===== config.mk =====
export PLATFORM = sky130hd
export DESIGN_NAME = orthosis_supervisor_flat
export DESIGN_NICKNAME = d
export VERILOG_FILES = /design/src/rtl/orthosis_if.sv /design/src/rtl/orthosis_supervisor.sv /design/src/flat_wrapper.sv
export SDC_FILE = /design/constraint.sdc
export NUM_CORES = 1
export LEC_CHECK = 0
export BUFFER_PORTS_ARGS = -buffer_cell sky130_fd_sc_hd__buf_2
export CAP_MARGIN = 20
export CELL_PAD_IN_SITES_DETAIL_PLACEMENT = 0
export CELL_PAD_IN_SITES_GLOBAL_PLACEMENT = 2
export CORE_UTILIZATION = 41
export CTS_CLUSTER_SIZE = 28
export DETAILED_ROUTE_END_ITERATION = 7
export HOLD_SLACK_MARGIN = 0.12
export PLACE_DENSITY = 0.89
export SYNTH_ARGS = -nofsm -noshare
export SYNTH_HDL_FRONTEND = slang
export SYNTH_SLANG_ARGS = --single-unit
export TNS_END_PERCENT = 100

===== constraint.sdc =====
create_clock -name clk -period 3.6 [get_ports clk]
set_input_delay 0.18 -clock clk [delete_from_list [all_inputs] [get_ports clk]]
set_output_delay 0.18 -clock clk [all_outputs]
set_load 0.05 [all_outputs]

===== src/rtl/orthosis_if.sv =====
// Sensor/alarm inputs and actuator/state outputs of the orthosis supervisor.
// The master side drives sense and ppg; the slave side is the supervisor.
interface orthosis_if #(
    parameter int N_SENSE = 5
);
    logic [N_SENSE-1:0] sense;
    logic               ppg;
    logic               servo;
    logic               vib;
    logic               pump;
    logic               led;
    logic               heat;
    logic               ems;
    logic [1:0]         state;

    modport master (
        output sense, ppg,
        input  servo, vib, pump, led, heat, ems, state
    );

    modport slave (
        input  sense, ppg,
        output servo, vib, pump, led, heat, ems, state
    );
endinterface


===== src/rtl/orthosis_supervisor.sv =====
// Orthosis supervisor: debounced motion sensors select actuators, ppg alarm forces SAFETY.
// Define ORTHOSIS_EMS_LIMIT_EN to enable EMS on-time limiting with a COOLDOWN lockout state.
module orthosis_supervisor #(
    parameter int                 N_SENSE      = 5,
    parameter int                 DEB_CYC      = 4,
    parameter int                 EMS_MIN      = 3,
    parameter logic [N_SENSE-1:0] SERVO_MASK   = 5'b10001,
    parameter logic [N_SENSE-1:0] PUMP_MASK    = 5'b00100,
    parameter logic [N_SENSE-1:0] HEAT_MASK    = 5'b01000,
    parameter int                 EMS_MAX_ON   = 100,
    parameter int                 COOLDOWN_CYC = 50,
    parameter int                 SAFE_HOLD    = 16
) (
    input logic       clk,
    input logic       reset,
    orthosis_if.slave bus
);
    localparam int DW = $clog2(DEB_CYC + 1);
    localparam int CW = $clog2(N_SENSE + 1);
    localparam int HW = $clog2(SAFE_HOLD + 1);

    typedef enum logic [1:0] {
        IDLE     = 2'd0,
        ACTIVE   = 2'd1,
        SAFETY   = 2'd2,
        COOLDOWN = 2'd3
    } state_t;

    state_t             state_q, state_d;
    logic [N_SENSE-1:0] filt;
    logic [DW-1:0]      deb_cnt [N_SENSE];
    logic               ppg_q;
    logic [HW-1:0]      hold_cnt, hold_d;
    logic [CW-1:0]      cnt;
    logic               ems_req;
    logic               servo_q, vib_q, pump_q, led_q, heat_q, ems_q;
    logic               servo_d, vib_d, pump_d, led_d, heat_d, ems_d;

`ifdef ORTHOSIS_EMS_LIMIT_EN
    localparam int EW  = $clog2(EMS_MAX_ON + 1);
    localparam int CDW = $clog2(COOLDOWN_CYC + 1);
    logic [EW-1:0]  ems_on, ems_on_d;
    logic [CDW-1:0] cool_cnt, cool_d;
    logic           timeout;
`else
    logic unused_cfg;
    assign unused_cfg = ^{EMS_MAX_ON, COOLDOWN_CYC};
`endif

    // A filtered bit flips only after the raw bit disagrees with it for DEB_CYC straight edges.
    always_ff @(posedge clk) begin
        if (reset) begin
            filt <= '0;
            for (int i = 0; i < N_SENSE; i++) deb_cnt[i] <= '0;
        end else begin
            for (int i = 0; i < N_SENSE; i++) begin
                if (bus.sense[i] == filt[i]) begin
                    deb_cnt[i] <= '0;
                end else if (deb_cnt[i] == DW'(DEB_CYC - 1)) begin
                    filt[i]    <= ~filt[i];
                    deb_cnt[i] <= '0;
                end else begin
                    deb_cnt[i] <= deb_cnt[i] + 1'b1;
                end
            end
        end
    end

    always_comb begin
        cnt = '0;
        for (int i = 0; i < N_SENSE; i++) cnt = cnt + CW'(filt[i]);
    end

    assign ems_req = (cnt >= CW'(EMS_MIN));

    always_comb begin
        state_d = state_q;
        hold_d  = '0;
`ifdef ORTHOSIS_EMS_LIMIT_EN
        cool_d   = '0;
        ems_on_d = '0;
        timeout  = (state_q == ACTIVE) && ems_q && (ems_on == EW'(EMS_MAX_ON - 1));
`endif
        case (state_q)
            IDLE: begin
                if (filt != '0) state_d = ACTIVE;
            end
            ACTIVE: begin
                if (filt == '0) state_d = IDLE;
`ifdef ORTHOSIS_EMS_LIMIT_EN
                else if (timeout) state_d = COOLDOWN;
`endif
            end
            SAFETY: begin
                if (hold_cnt == HW'(SAFE_HOLD - 1)) state_d = IDLE;
                else hold_d = hold_cnt + 1'b1;
            end
`ifdef ORTHOSIS_EMS_LIMIT_EN
            COOLDOWN: begin
                if (cool_cnt == CDW'(COOLDOWN_CYC - 1)) state_d = (filt != '0) ? ACTIVE : IDLE;
                else cool_d = cool_cnt + 1'b1;
            end
`endif
            default: state_d = IDLE;
        endcase

        // The alarm overrides everything and restarts every timer.
        if (ppg_q) begin
            state_d = SAFETY;
            hold_d  = '0;
`ifdef ORTHOSIS_EMS_LIMIT_EN
            cool_d  = '0;
`endif
        end

`ifdef ORTHOSIS_EMS_LIMIT_EN
        if (state_d == ACTIVE && ems_req)
            ems_on_d = (state_q == ACTIVE && ems_q) ? ems_on + 1'b1 : '0;
`endif

        servo_d = 1'b0;
        vib_d   = 1'b0;
        pump_d  = 1'b0;
        led_d   = 1'b0;
        heat_d  = 1'b0;
        ems_d   = 1'b0;
        case (state_d)
            ACTIVE, COOLDOWN: begin
                vib_d   = 1'b1;
                led_d   = 1'b1;
                servo_d = |(filt & SERVO_MASK);
                pump_d  = |(filt & PUMP_MASK);
                heat_d  = |(filt & HEAT_MASK);
                ems_d   = (state_d == ACTIVE) && ems_req;
            end
            SAFETY: begin
                heat_d = 1'b1;
                vib_d  = 1'b1;
                led_d  = 1'b1;
            end
            default: ;
        endcase
    end

    always_ff @(posedge clk) begin
        if (reset) begin
            state_q  <= IDLE;
            ppg_q    <= 1'b0;
            hold_cnt <= '0;
            servo_q  <= 1'b0;
            vib_q    <= 1'b0;
            pump_q   <= 1'b0;
            led_q    <= 1'b0;
            heat_q   <= 1'b0;
            ems_q    <= 1'b0;
`ifdef ORTHOSIS_EMS_LIMIT_EN
            ems_on   <= '0;
            cool_cnt <= '0;
`endif
        end else begin
            state_q  <= state_d;
            ppg_q    <= bus.ppg;
            hold_cnt <= hold_d;
            servo_q  <= servo_d;
            vib_q    <= vib_d;
            pump_q   <= pump_d;
            led_q    <= led_d;
            heat_q   <= heat_d;
            ems_q    <= ems_d;
`ifdef ORTHOSIS_EMS_LIMIT_EN
            ems_on   <= ems_on_d;
            cool_cnt <= cool_d;
`endif
        end
    end

    assign bus.state = state_q;
    assign bus.servo = servo_q;
    assign bus.vib   = vib_q;
    assign bus.pump  = pump_q;
    assign bus.led   = led_q;
    assign bus.heat  = heat_q;
    assign bus.ems   = ems_q;
endmodule


===== src/flat_wrapper.sv =====
// flat-port wrapper written by rule: the top's interface ports become plain ports
module orthosis_supervisor_flat 
#(
    parameter int                 N_SENSE      = 5,
    parameter int                 DEB_CYC      = 4,
    parameter int                 EMS_MIN      = 3,
    parameter logic [N_SENSE-1:0] SERVO_MASK   = 5'b10001,
    parameter logic [N_SENSE-1:0] PUMP_MASK    = 5'b00100,
    parameter logic [N_SENSE-1:0] HEAT_MASK    = 5'b01000,
    parameter int                 EMS_MAX_ON   = 100,
    parameter int                 COOLDOWN_CYC = 50,
    parameter int                 SAFE_HOLD    = 16
)
  (clk, reset, bus_sense, bus_ppg, bus_servo, bus_vib, bus_pump, bus_led, bus_heat, bus_ems, bus_state);
  orthosis_if #(.N_SENSE(N_SENSE)) bus_i ();
  input logic clk;
  input logic reset;
  input wire logic [$bits(bus_i.sense)-1:0] bus_sense;
  input wire logic [$bits(bus_i.ppg)-1:0] bus_ppg;
  output wire logic [$bits(bus_i.servo)-1:0] bus_servo;
  output wire logic [$bits(bus_i.vib)-1:0] bus_vib;
  output wire logic [$bits(bus_i.pump)-1:0] bus_pump;
  output wire logic [$bits(bus_i.led)-1:0] bus_led;
  output wire logic [$bits(bus_i.heat)-1:0] bus_heat;
  output wire logic [$bits(bus_i.ems)-1:0] bus_ems;
  output wire logic [$bits(bus_i.state)-1:0] bus_state;
  assign bus_i.sense = bus_sense;
  assign bus_i.ppg = bus_ppg;
  assign bus_servo = bus_i.servo;
  assign bus_vib = bus_i.vib;
  assign bus_pump = bus_i.pump;
  assign bus_led = bus_i.led;
  assign bus_heat = bus_i.heat;
  assign bus_ems = bus_i.ems;
  assign bus_state = bus_i.state;
  orthosis_supervisor #(.N_SENSE(N_SENSE), .DEB_CYC(DEB_CYC), .EMS_MIN(EMS_MIN), .SERVO_MASK(SERVO_MASK), .PUMP_MASK(PUMP_MASK), .HEAT_MASK(HEAT_MASK), .EMS_MAX_ON(EMS_MAX_ON), .COOLDOWN_CYC(COOLDOWN_CYC), .SAFE_HOLD(SAFE_HOLD)) u_core (.clk(clk), .reset(reset), .bus(bus_i));
endmodule

# Word-level counts from Yosys, hierarchy flattened
# Memories as Yosys holds them, arrays and structs flattened.
# Cells that the tools add are included.
# op_classes
add_sub_neg,10
n_lt_le_gt_ge,1
n_eq_ne,16
muxes,79
bitwise_logic,27
n_reduce_logical,14
# op_table
cell,n
1-bit 2-to-1 mux,58
3-bit 2-to-1 mux,15
3-bit by 1-bit adder with 3-bit output (second input constant),5
3-bit by 2-bit equality test with 1-bit output (second input constant),5
1-bit OR,15
1-bit NOT,12
2-bit AND reduction,5
3-bit by 1-bit adder with 3-bit output,3
2-bit 2-to-1 mux,4
2-bit equality test (second input constant),3
2-bit one-hot mux with 3 select lines,1
2-bit OR reduction,3
5-bit by 1-bit adder with 5-bit output (second input constant),1
1-bit equality test,5
5-bit by 4-bit equality test with 1-bit output (second input constant),1
5-bit logical NOT,1
5-bit nonzero test,1
2-bit by 1-bit equality test with 1-bit output (second input constant),2
4-bit OR reduction,1
3-bit by 2-bit >= comparator with 1-bit output (second input constant),1
3-bit OR reduction,1
1-bit by 1-bit adder with 2-bit output,1
2-bit logical NOT,1
1-bit one-hot mux with 2 select lines,1
1-bit logical AND,1
# word_totals
ff_bits,18
ramBits,15
in_bits,8
elab_cells,161
mem_count,1
# memory_table
memory,depth,word_bits,read_ports,rd_clocked_by_memory_dff,wr,line,rtl
u_core.deb_cnt,5,3,5,0,5,orthosis_supervisor.sv:31,logic [DW-1:0] deb_cnt [N_SENSE];

# Longest topological paths before layout
# Gate-level depths: netlist (run 1).
# logic_depth
word_depth,8
depth_mapped,9

# Least setup slack after synthesis (run 1)
# OpenSTA, ideal clock, no wires.
# synth_path
path_type,reg2reg
start,reg u_core.filt[0]
end,"reg u_core.ems_q, in the netlist u_core.bus.ems"
setup_ns,0.130
t_arrival_ns,2.080
t_required_ns,3.470
slack_ns,1.390
stages_incl_launch_ff,10
path_buffers,0
period_less_slack_ns,2.210
cell_sequence,dfxtp_1 > inv_1 > ha_1 > inv_1 > fa_1 > inv_1 > ha_1 > fa_1 > a21oi_1 > nor4_4
# synth_via
elab_chain_cells,8
word_cells_on_any_way,17
classes_between,add/sub: 4; order compare: 1; eq/ne: 2; mux: 4; bitwise: 1; reduce/logical: 5
# synth_rtl
item,line,rtl
"start, declared",orthosis_supervisor.sv:30,logic [N_SENSE-1:0] filt;
"start signal, assigned by index",orthosis_supervisor.sv:60,filt[i] <= ~filt[i];
branches (longest 8 deep; another with 3-bit by 1-bit adder with 3-bit output),n/a,
"end signal, assigned",orthosis_supervisor.sv:169,ems_q <= ems_d;
"end, declared",orthosis_supervisor.sv:36,"logic servo_q, vib_q, pump_q, led_q, heat_q, ems_q;"
# Parallel ways; which one is timed is not known.
# A chain may end at the register's enable or synchronous reset.

# Worst setup path after layout (run 1)
# Same ends and word-level chain as after synthesis.

==> impl_metrics.py, run 1 <==
metrics = {
    "timing": {
        "finalClockSkew_ns": 0.00878,
        "maxSlewViolCount": 0,
        "finalSetupViolCount": 0,
        "min_period_ns": 2.30,
        "finalCritPeriodShare_pct": 63.9,
        "rsz0062_at_grt": "false",
        "timing.fmax_mhz": 435,
        "hold_viol_final": 0,
        "fin_setup_tns_ns": 0,
    },
    "floorplanning": {
        "core_area_sq_um": 3440,
        "rows": 21,
        "die_h_um": 62.9,
        "die_x_um": 62.9,
        "fp.dieArea_sq_um": 3960,
        "start_util_pct": 44.2,
        "io-pin-count": 16,
    },
    "clock_tree": {
        "path_clk_slew_ns": 0.07,
        "cts-root-buf": "clkbuf_8",
        "cts_tree": "yes",
        "cts-htree-levels": 2,
        "cts_num_sinks": 33,
        "clockBufferDepth": 2,
        "clk_latency_ns": 0.28,
        "cts_buffers": 5,
    },
    "finish": {
        "nNetsFinal": 191,
        "final_common_cell": "nor2_1",
        "fin_util_pct": 52.4,
        "multi_input_area_sq_um": 682,
        "final_area_sq_um": 1800,
        "area_growth_pct": 18.7,
        "layout_common_cells": "nor2_1, inv_1, dfxtp_1",
        "final-seq-area_sq_um": 811,
        "drive_gt1_share_pct": 21.0,
        "antenna_cells": 0,
        "nFillCells": 338,
    },
    "yosys": {
        "ys_async_sr_fraction_pct": 0,
        "avgSynthCellArea_sq_um": 11.6,
        "ys_top_cells_by_area": "edfxtp_1, dfxtp_1, ha_1",
        "yosysSeqAreaShare_pct": 53.3,
        "syn_inst": 131,
        "synth_area_sq_um": 1520,
        "synth_top_area_share_pct": 29.6,
        "ys_warn_count": 0,
        "yosys.area.top_type": "edfxtp_1",
        "synth_cell_types": 28,
        "synth_edf_count": 15,
        "ys_seq_elements": 33,
        "synth_top_flop_cell": "dfxtp_1",
    },
    "job": {
        "maxCapViolations": 0,
    },
    "power": {
        "power_mw": 0.804,
        "p_per_area_nw_per_um2": 446,
        "vdd_drop_max_mv": 0.314,
        "cellLeakagePower_nw": 0.811,
    },
    "run_status": {
        "status": "completed",
    },
    "global_routing": {
        "grt_pass1_vias": 985,
        "grt_max_degree": 18,
        "antenna_found_initial": 0,
        "gr-total-overflow": 0,
        "grt.total_usage_pct": 13.7,
        "grt_pass1_wl_mm": 4.09,
    },
    "worst_setup_path": {
        "path_cells": "inv_1 -> ha_1 -> inv_1 -> fa_1 -> inv_1 -> ha_1 -> fa_1 -> a21oi_1 -> nor4_4",
        "crit_arrival_ns": 2.46,
        "cp_common_cell": "inv_1",
        "critPathLaunchType": "flop",
        "critical_path_class": "flop to flop",
        "required_ns": 3.76,
        "crit_fanout": 4,
        "slowest_delay_ns": 0.47,
        "cp_slowest_cell": "fa_1",
        "crit_path_end_kind": "flop",
    },
    "drt": {
        "drtPass1Iterations": 4,
        "vias_per_cell": 4.38,
        "vias": 932,
        "wirelength_mm": 2.12,
        "postRouteAntennaNets": 0,
        "drc": 0,
        "dr.first_iter.drc_count": 17,
        "wl_per_cell_um": 9.95,
    },
    "min_path": {
        "hold_class": "primary input to flop",
    },
    "place": {
        "placed_area_sq_um": 1690,
        "gp_congestion": 0.675,
        "io_buffer_count": 15,
        "hpwl_mm": 1.66,
    },
}
-- what timing repair did --
action                    in CTS  in global routing
setup buffers                  0                  0
hold endpoints to repair       1                  0
resized for setup              0                  0
hold buffers                   1                  0
-- final timing paths --
check             depth (start not counted)  slack (ns)            endpoint          startpoint
setup / recovery                          9        1.30      u_core.bus.ems      u_core.filt[0]
hold / removal                            3        0.17      u_core.filt[1]        bus_sense[1]
setup reg to reg                          9        1.30      u_core.bus.ems      u_core.filt[0]
hold reg to reg                           1        0.46  u_core.hold_cnt[0]  u_core.hold_cnt[0]
-- metrics by stage --
stage / hold WS [ns] / instances / setup slack, ns
floorplan: 0.265 / 145 / 1.39
global route: 0.170 / 213 / 1.18
global placement: 0.391 / 204 / 1.33
detailed placement: 0.407 / 204 / 1.30
CTS: 0.168 / 213 / 1.28
finish: 0.168 / 213 / 1.30
-- cells in the mapped netlist (2+ instances only) --
| cell type | number |
|---|---|
| inv_1 | 18 |
| or3_1 | 3 |
| mux2i_1 | 5 |
| edfxtp_1 | 15 |
| nor2_1 | 21 |
| dfxtp_1 | 18 |
| a21oi_1 | 2 |
| and3_1 | 2 |
| xnor2_1 | 6 |
| ha_1 | 15 |
| or3_4 | 3 |
| fa_1 | 2 |
| nor2_2 | 6 |
-- sequential cells by signal, indices dropped and copies added, names as in the netlist --
| signal | cells |
|---|---|
| u_core.bus.ems | 1 |
| u_core.bus.heat | 1 |
| u_core.bus.pump | 1 |
| u_core.bus.servo | 1 |
| u_core.bus.state | 2 |
| u_core.bus.vib | 1 |
| u_core.deb_cnt | 15 |
| u_core.filt | 5 |
| u_core.hold_cnt | 5 |
| u_core.ppg_q | 1 |
-- cell type report --
| cell class | count | share of cell area [%] |
|---|---|---|
| Tap cell | 46 | 3.19 |
| Sequential cell | 33 | 44.9 |
| Clock buffer | 7 | 5.34 |
| Timing Repair Buffer | 16 | 4.72 |
| Inverter | 18 | 3.74 |
| Clock inverter | 1 | 0.277 |
| Multi-Input combinational cell | 92 | 37.8 |
-- cell families (layout without fill, tap and decap cells) --
logic type,after synthesis,after routing,share of synthesized area (%)
AND/OR/NAND/NOR,44,44,17.4
AO/OA/AOI/OAI,4,4,1.48
buffers and inverters,20,42,5.27
flip-flops,33,33,53.3
adder cells (fa/ha/maj),17,17,15.0
multiplexers,5,5,3.29
XOR/XNOR,7,7,4.03
other,1,15,0.247
-- routing by layer --
| layer | vias up | wire length [um] | GRT usage [%] |
|---|---|---|---|
| li1 | 482 | - | - |
| met1 | 427 | 970 | 15.3 |
| met2 | 18 | 1000 | 22.7 |
| met3 | 5 | 107 | 5.66 |
| met4 | 0 | 40 | 6.10 |
| met5 | - | 0 | 0 |
-- worst max-delay path, delay by kind of cell (launching register included) --
family | cells | cell delay [ns]
DFF | 1 | 0.38
adders and majority gates | 4 | 1.36
and+or+nand+nor | 1 | 0.05
buffers and inverters | 3 | 0.16
AOI/OAI and AO/OA | 1 | 0.23
-- power by group --
| group | internal, mW | switching, mW |
|---|---|---|
| clock | 0.173 | 0.128 |
| combinational | 0.0307 | 0.0519 |
| sequential | 0.411 | 0.00987 |
Power figures use the tool's default switching activity.
==> run 2: changes to the inputs <==
Settings changed: CORE_UTILIZATION 41 to 34, PLACE_DENSITY 0.89 to 0.8.
Clock period 3.6 ns to 2.1 ns, I/O delays scaled along.
==> impl_metrics.py, run 2 (same netlist as run 1, synthesis figures left out) <==
metrics = {
    "finish": {
        "area_growth_pct": 25.5,
        "largest_register": "u_core.deb_cnt",
        "antenna_cells": 0,
        "fin_util_pct": 46.0,
        "drive_gt1_share_pct": 26.6,
        "nNetsFinal": 201,
        "nFillCells": 429,
        "top_regs": "u_core.deb_cnt x15, u_core.filt x5, u_core.hold_cnt x5",
        "final_common_cell": "nor2_1",
        "fin_cells": 227,
        "layout_common_cells": "nor2_1, dfxtp_1",
        "largest_reg_flops": 15,
    },
    "timing": {
        "setup_slack_ns": -0.0304,
        "min_period_ns": 2.13,
        "maxSlewViolCount": 0,
        "timing.fmax_mhz": 469,
        "fin_setup_tns_ns": -0.0304,
        "finalSetupViolCount": 1,
        "hold_ws_ns": 0.175,
        "hold_viol_final": 0,
        "rsz0062_at_grt": "true",
        "finalCritPeriodShare_pct": 101,
        "finalClockSkew_ns": 0.00421,
    },
    "clock_tree": {
        "cts_tree": "yes",
        "cts-htree-levels": 2,
        "cts_buffers": 5,
        "path_clk_slew_ns": 0.07,
        "cts_setup_buffers": 0,
        "clockBufferDepth": 2,
        "cts-root-buf": "clkbuf_8",
        "clk_latency_ns": 0.28,
        "cts_num_sinks": 33,
    },
    "floorplanning": {
        "rows": 23,
        "die_x_um": 68.9,
        "fp.dieArea_sq_um": 4740,
        "start_util_pct": 36.7,
        "die_h_um": 68.9,
        "core_area_sq_um": 4140,
        "io-pin-count": 16,
    },
    "job": {
        "maxCapViolations": 0,
    },
    "worst_setup_path": {
        "crit_fanout": 2,
        "path_cells": "inv_2 -> ha_4 -> inv_2 -> fa_1 -> inv_1 -> ha_2 -> fa_1 -> a21oi_2 -> nor4_4",
        "crit_path_end_kind": "flop",
        "cp.depth": 9,
        "cpLargestDelayFamily": "adder cells",
        "path_buf_inv": 3,
        "rr_worst_depth": 9,
        "slowest_delay_ns": 0.47,
        "crit_arrival_ns": 2.29,
        "critPathLaunchType": "flop",
        "required_ns": 2.26,
        "critical_path_class": "flop to flop",
        "cp_slowest_cell": "fa_1",
    },
    "power": {
        "vdd_drop_max_mv": 0.497,
        "p_per_area_nw_per_um2": 711,
        "cellLeakagePower_nw": 0.853,
        "power_mw": 1.36,
    },
    "min_path": {
        "holdPathStages": 2,
        "hold_class": "primary input to flop",
    },
    "global_routing": {
        "grt_pass1_wl_mm": 4.04,
        "grt_max_degree": 18,
        "antenna_found_initial": 0,
        "grt_pass1_vias": 965,
        "grt.total_usage_pct": 12.3,
        "gr-total-overflow": 0,
    },
    "drt": {
        "vias": 959,
        "drc": 0,
        "drtPass1Iterations": 4,
        "postRouteAntennaNets": 0,
        "vias_per_cell": 4.22,
        "wl_per_cell_um": 10.3,
        "dr.first_iter.drc_count": 12,
        "wirelength_mm": 2.33,
    },
    "place": {
        "hpwl_mm": 1.78,
        "dp_cells": 213,
        "io_buffer_count": 15,
        "gp_congestion": 0.712,
    },
    "run_status": {
        "violations": "negative setup slack",
        "status": "finished, violations left",
    },
}
## run 2: changes by cell type in the layout (fill, tap and decap cells not counted), moves of 3 or more
cell | before | now
inv_2 | 0 | 3
dlygate4sd3_1 | 1 | 6
buf_4 | 0 | 5
inv_1 | 18 | 15
## run 2: layer usage
| layer | share of wire [%] | track usage (%) |
|---|---|---|
| met2 | 45 | 19.1 |
| met3 | 4.3 | 4.93 |
| met5 | 0 | 0 |
| met4 | 2.2 | 6.89 |
| met1 | 48 | 14.4 |
## run 2: layout make-up
cell class	count	area (sq um)	share of cell area, %
clock buffers	6	82.6	4.33
clock inverters	2	8.76	0.459
inverters	18	67.6	3.54
multi-input cells	92	701	36.7
flip-flops and latches	33	813	42.6
well taps	50	62.6	3.28
repair buffers	26	173	9.05
## run 2: power by group
group / switching [mW] / internal, mW
logic: 0.0949 / 0.0639
clock network: 0.217 / 0.259
registers: 0.0164 / 0.705
## run 2: path summary, 6_finish.rpt
check | start | end | slack (ns)
max | u_core.filt[0] | u_core.bus.ems | -0.03
min reg2reg | u_core.hold_cnt[0] | u_core.hold_cnt[0] | 0.45
min | reset | u_core.filt[3] | 0.17
max reg2reg | u_core.filt[0] | u_core.bus.ems | -0.03
## run 2: through the flow
stage	cell area [sq um]	setup WS, ns
after global routing	1910	-0.120
after global placement	1740	-0.0574
after CTS	1900	-0.0521
after floorplan	1580	-0.0566
final	1910	-0.0304
after detailed placement	1740	-0.0906
## run 2: timing repair
action                     CTS  global route
pin swaps                    2             0
hold endpoints to repair     6             0
gates cloned                 0             0
setup endpoints to repair    1             1
gates resized for setup      0             3
hold buffers                 6             0
==> run 3: changes to the inputs <==
Settings changed: ABC_AREA from default to 1, CORE_UTILIZATION 34 to 32.
==> impl_metrics.py, run 3 <==
metrics = {
    "finish": {
        "top_regs": "u_core.deb_cnt x15, u_core.filt x5, u_core.hold_cnt x5",
        "antenna_cells": 0,
        "area_growth_pct": 24.2,
        "nNetsFinal": 231,
        "layout_common_cells": "nor2_1, inv_1, dfxtp_1",
        "largest_register": "u_core.deb_cnt",
        "final_common_cell": "nor2_1",
        "largest_reg_flops": 15,
        "final_area_sq_um": 1910,
        "drive_gt1_share_pct": 16.9,
        "fin_cells": 259,
    },
    "place": {
        "gp_congestion": 0.691,
        "hpwl_mm": 1.95,
        "io_buffer_count": 15,
        "dp_slack_ns": -0.0127,
        "placed_area_sq_um": 1740,
        "dp_cells": 244,
    },
    "yosys": {
        "synth_top_area_share_pct": 29.3,
        "yosys.area_share.xor_xnor_pct": 0.570,
        "synth_cell_types": 21,
        "yosysSeqAreaShare_pct": 52.7,
        "synth_fa_ha_area_share_pct": 14.8,
        "yosysMostFrequentCell": "nor2_1",
        "ys_async_sr_fraction_pct": 0,
        "synth_top_family_by_area": "simple AND/OR/NAND/NOR gates",
        "avgSynthCellArea_sq_um": 9.49,
        "synth_area_sq_um": 1540,
        "ys_seq_elements": 33,
        "ys_top_cells_by_area": "edfxtp_1, dfxtp_1, ha_1",
        "synth_edf_count": 15,
        "ys_top_cells_by_count": "nor2_1, inv_1, dfxtp_1",
        "synthSimpleGateAreaFrac_pct": 17.6,
        "synth_top_flop_cell": "dfxtp_1",
        "ys_warn_count": 0,
        "muxShareOfSynthArea_pct": 0,
        "synth_compound_area_share_pct": 5.13,
        "yosys.area.top_type": "edfxtp_1",
        "syn_inst": 162,
    },
    "power": {
        "swShare_pct": 25.5,
        "p_comb_share_pct": 13.1,
        "internal_power_mw": 1.01,
        "power.switching_mw": 0.344,
        "p_per_area_nw_per_um2": 708,
        "vdd_drop_max_mv": 0.445,
        "pwr-share-clk_pct": 33.0,
        "cellLeakagePower_nw": 0.920,
        "seqPwrFrac_pct": 53.8,
        "power_mw": 1.35,
    },
    "floorplanning": {
        "start_util_pct": 34.4,
        "die_x_um": 71.3,
        "io-pin-count": 16,
        "rows": 24,
        "die_h_um": 71.3,
        "fp.dieArea_sq_um": 5090,
        "core_area_sq_um": 4470,
    },
    "worst_setup_path": {
        "slowest_delay_ns": 0.47,
        "startpoint": "u_core.filt[1]",
        "crit_path_end_kind": "flop",
        "path_cells": "inv_2 -> ha_4 -> inv_2 -> fa_1 -> inv_1 -> ha_2 -> fa_1 -> a21oi_2 -> nor2_1",
        "cp_slowest_cell": "fa_1",
        "critPathLaunchType": "flop",
        "critical_path_class": "flop to flop",
        "crit_fanout": 2,
        "r2r-start": "u_core.filt[1]",
        "crit_arrival_ns": 2.23,
        "required_ns": 2.28,
    },
    "global_routing": {
        "grt_max_degree": 11,
        "grt_pass1_wl_mm": 4.37,
        "gr-total-overflow": 0,
        "grt.total_usage_pct": 11.5,
        "antenna_found_initial": 0,
        "grt_pass1_vias": 1074,
    },
    "clock_tree": {
        "cts-htree-levels": 2,
        "path_clk_slew_ns": 0.06,
        "clk_latency_ns": 0.28,
        "clockBufferDepth": 2,
        "cts_num_sinks": 33,
        "cts_buffers": 5,
        "cts_tree": "yes",
        "cts-root-buf": "clkbuf_8",
        "cts_setup_buffers": 0,
    },
    "drt": {
        "drtPass1Iterations": 6,
        "wirelength_mm": 2.54,
        "dr.first_iter.drc_count": 42,
        "vias_per_cell": 4.28,
        "postRouteAntennaNets": 0,
        "wl_per_cell_um": 9.81,
        "vias": 1108,
        "drc": 2,
    },
    "timing": {
        "finalSetupViolCount": 0,
        "min_period_ns": 2.05,
        "finalCritPeriodShare_pct": 97.7,
        "timing.fmax_mhz": 487,
        "maxSlewViolCount": 0,
        "fin_setup_tns_ns": 0,
        "finalClockSkew_ns": 0.00315,
        "hold_viol_final": 0,
        "rsz0062_at_grt": "true",
        "setup_slack_ns": 0.0482,
    },
    "run_status": {
        "violations": "design-rule violations",
        "status": "finished, violations left",
    },
    "min_path": {
        "worstHoldStart": "reset",
        "hold_class": "primary input to flop",
    },
    "job": {
        "maxCapViolations": 0,
    },
}
## run 3: path summary, 6_finish.rpt
path,endpoint,slack (ns),cells after the start
hold / removal,u_core.bus.heat,0.25,4
setup / recovery,u_core.bus.ems,0.05,9
hold reg to reg,u_core.hold_cnt[0],0.47,1
setup reg to reg,u_core.bus.ems,0.05,9
## run 3: what timing repair did
item	4_1_cts	5_1_grt
hold buffers	7	0
endpoints found under the setup margin	1	1
resized for setup	3	4
pin swaps	2	1
hold endpoints to repair	6	0
## run 3: stage by stage
step	util [%]	hold WS, ns
after floorplan	-	0.176
after global placement	38.9	0.332
after detailed placement	38.9	0.323
after CTS	42.3	0.262
after global routing	42.7	0.287
final	42.7	0.249
## run 3: logic make-up after synthesis
logic type                 after synthesis
AOI/OAI and AO/OA                       15
xor gates and xnor gates                 1
adders and majority gates               17
buffers and inverters                   35
DFF                                     33
other                                    1
and+or+nand+nor                         60
## run 3: critical path: cells and delay by family (launching register included)
kind	cells	cell delay, ns
simple gates	1	0.04
flops	1	0.33
fa+ha+maj	4	1.34
compound gates	1	0.12
buf+inv	3	0.11
## run 3: power groups by stage
stage	sequential [mW]	clock, mW	combinational [mW]
2_1_floorplan	0.764	0	0.0958
3_3_place_gp	0.738	0	0.156
3_5_place_dp	0.741	0	0.162
4_1_cts	0.728	0.462	0.174
5_1_grt	0.731	0.496	0.204
6_report	0.727	0.446	0.177
## run 3: routing by layer
metal,GRT usage [%],part of all wire [%]
met5,0,0
met4,8.00,2.2
met3,3.94,4.0
met2,20.2,51
met1,11.5,43
## run 3: cell type report
| class | instances | area (sq um) |
|---|---|---|
| fill | 437 | 2560 |
| inverter | 34 | 130 |
| tap | 52 | 65.1 |
| clock buffer | 8 | 80.1 |
| multi-input combinational | 108 | 661 |
| timing repair buffer | 24 | 160 |
| sequential | 33 | 813 |
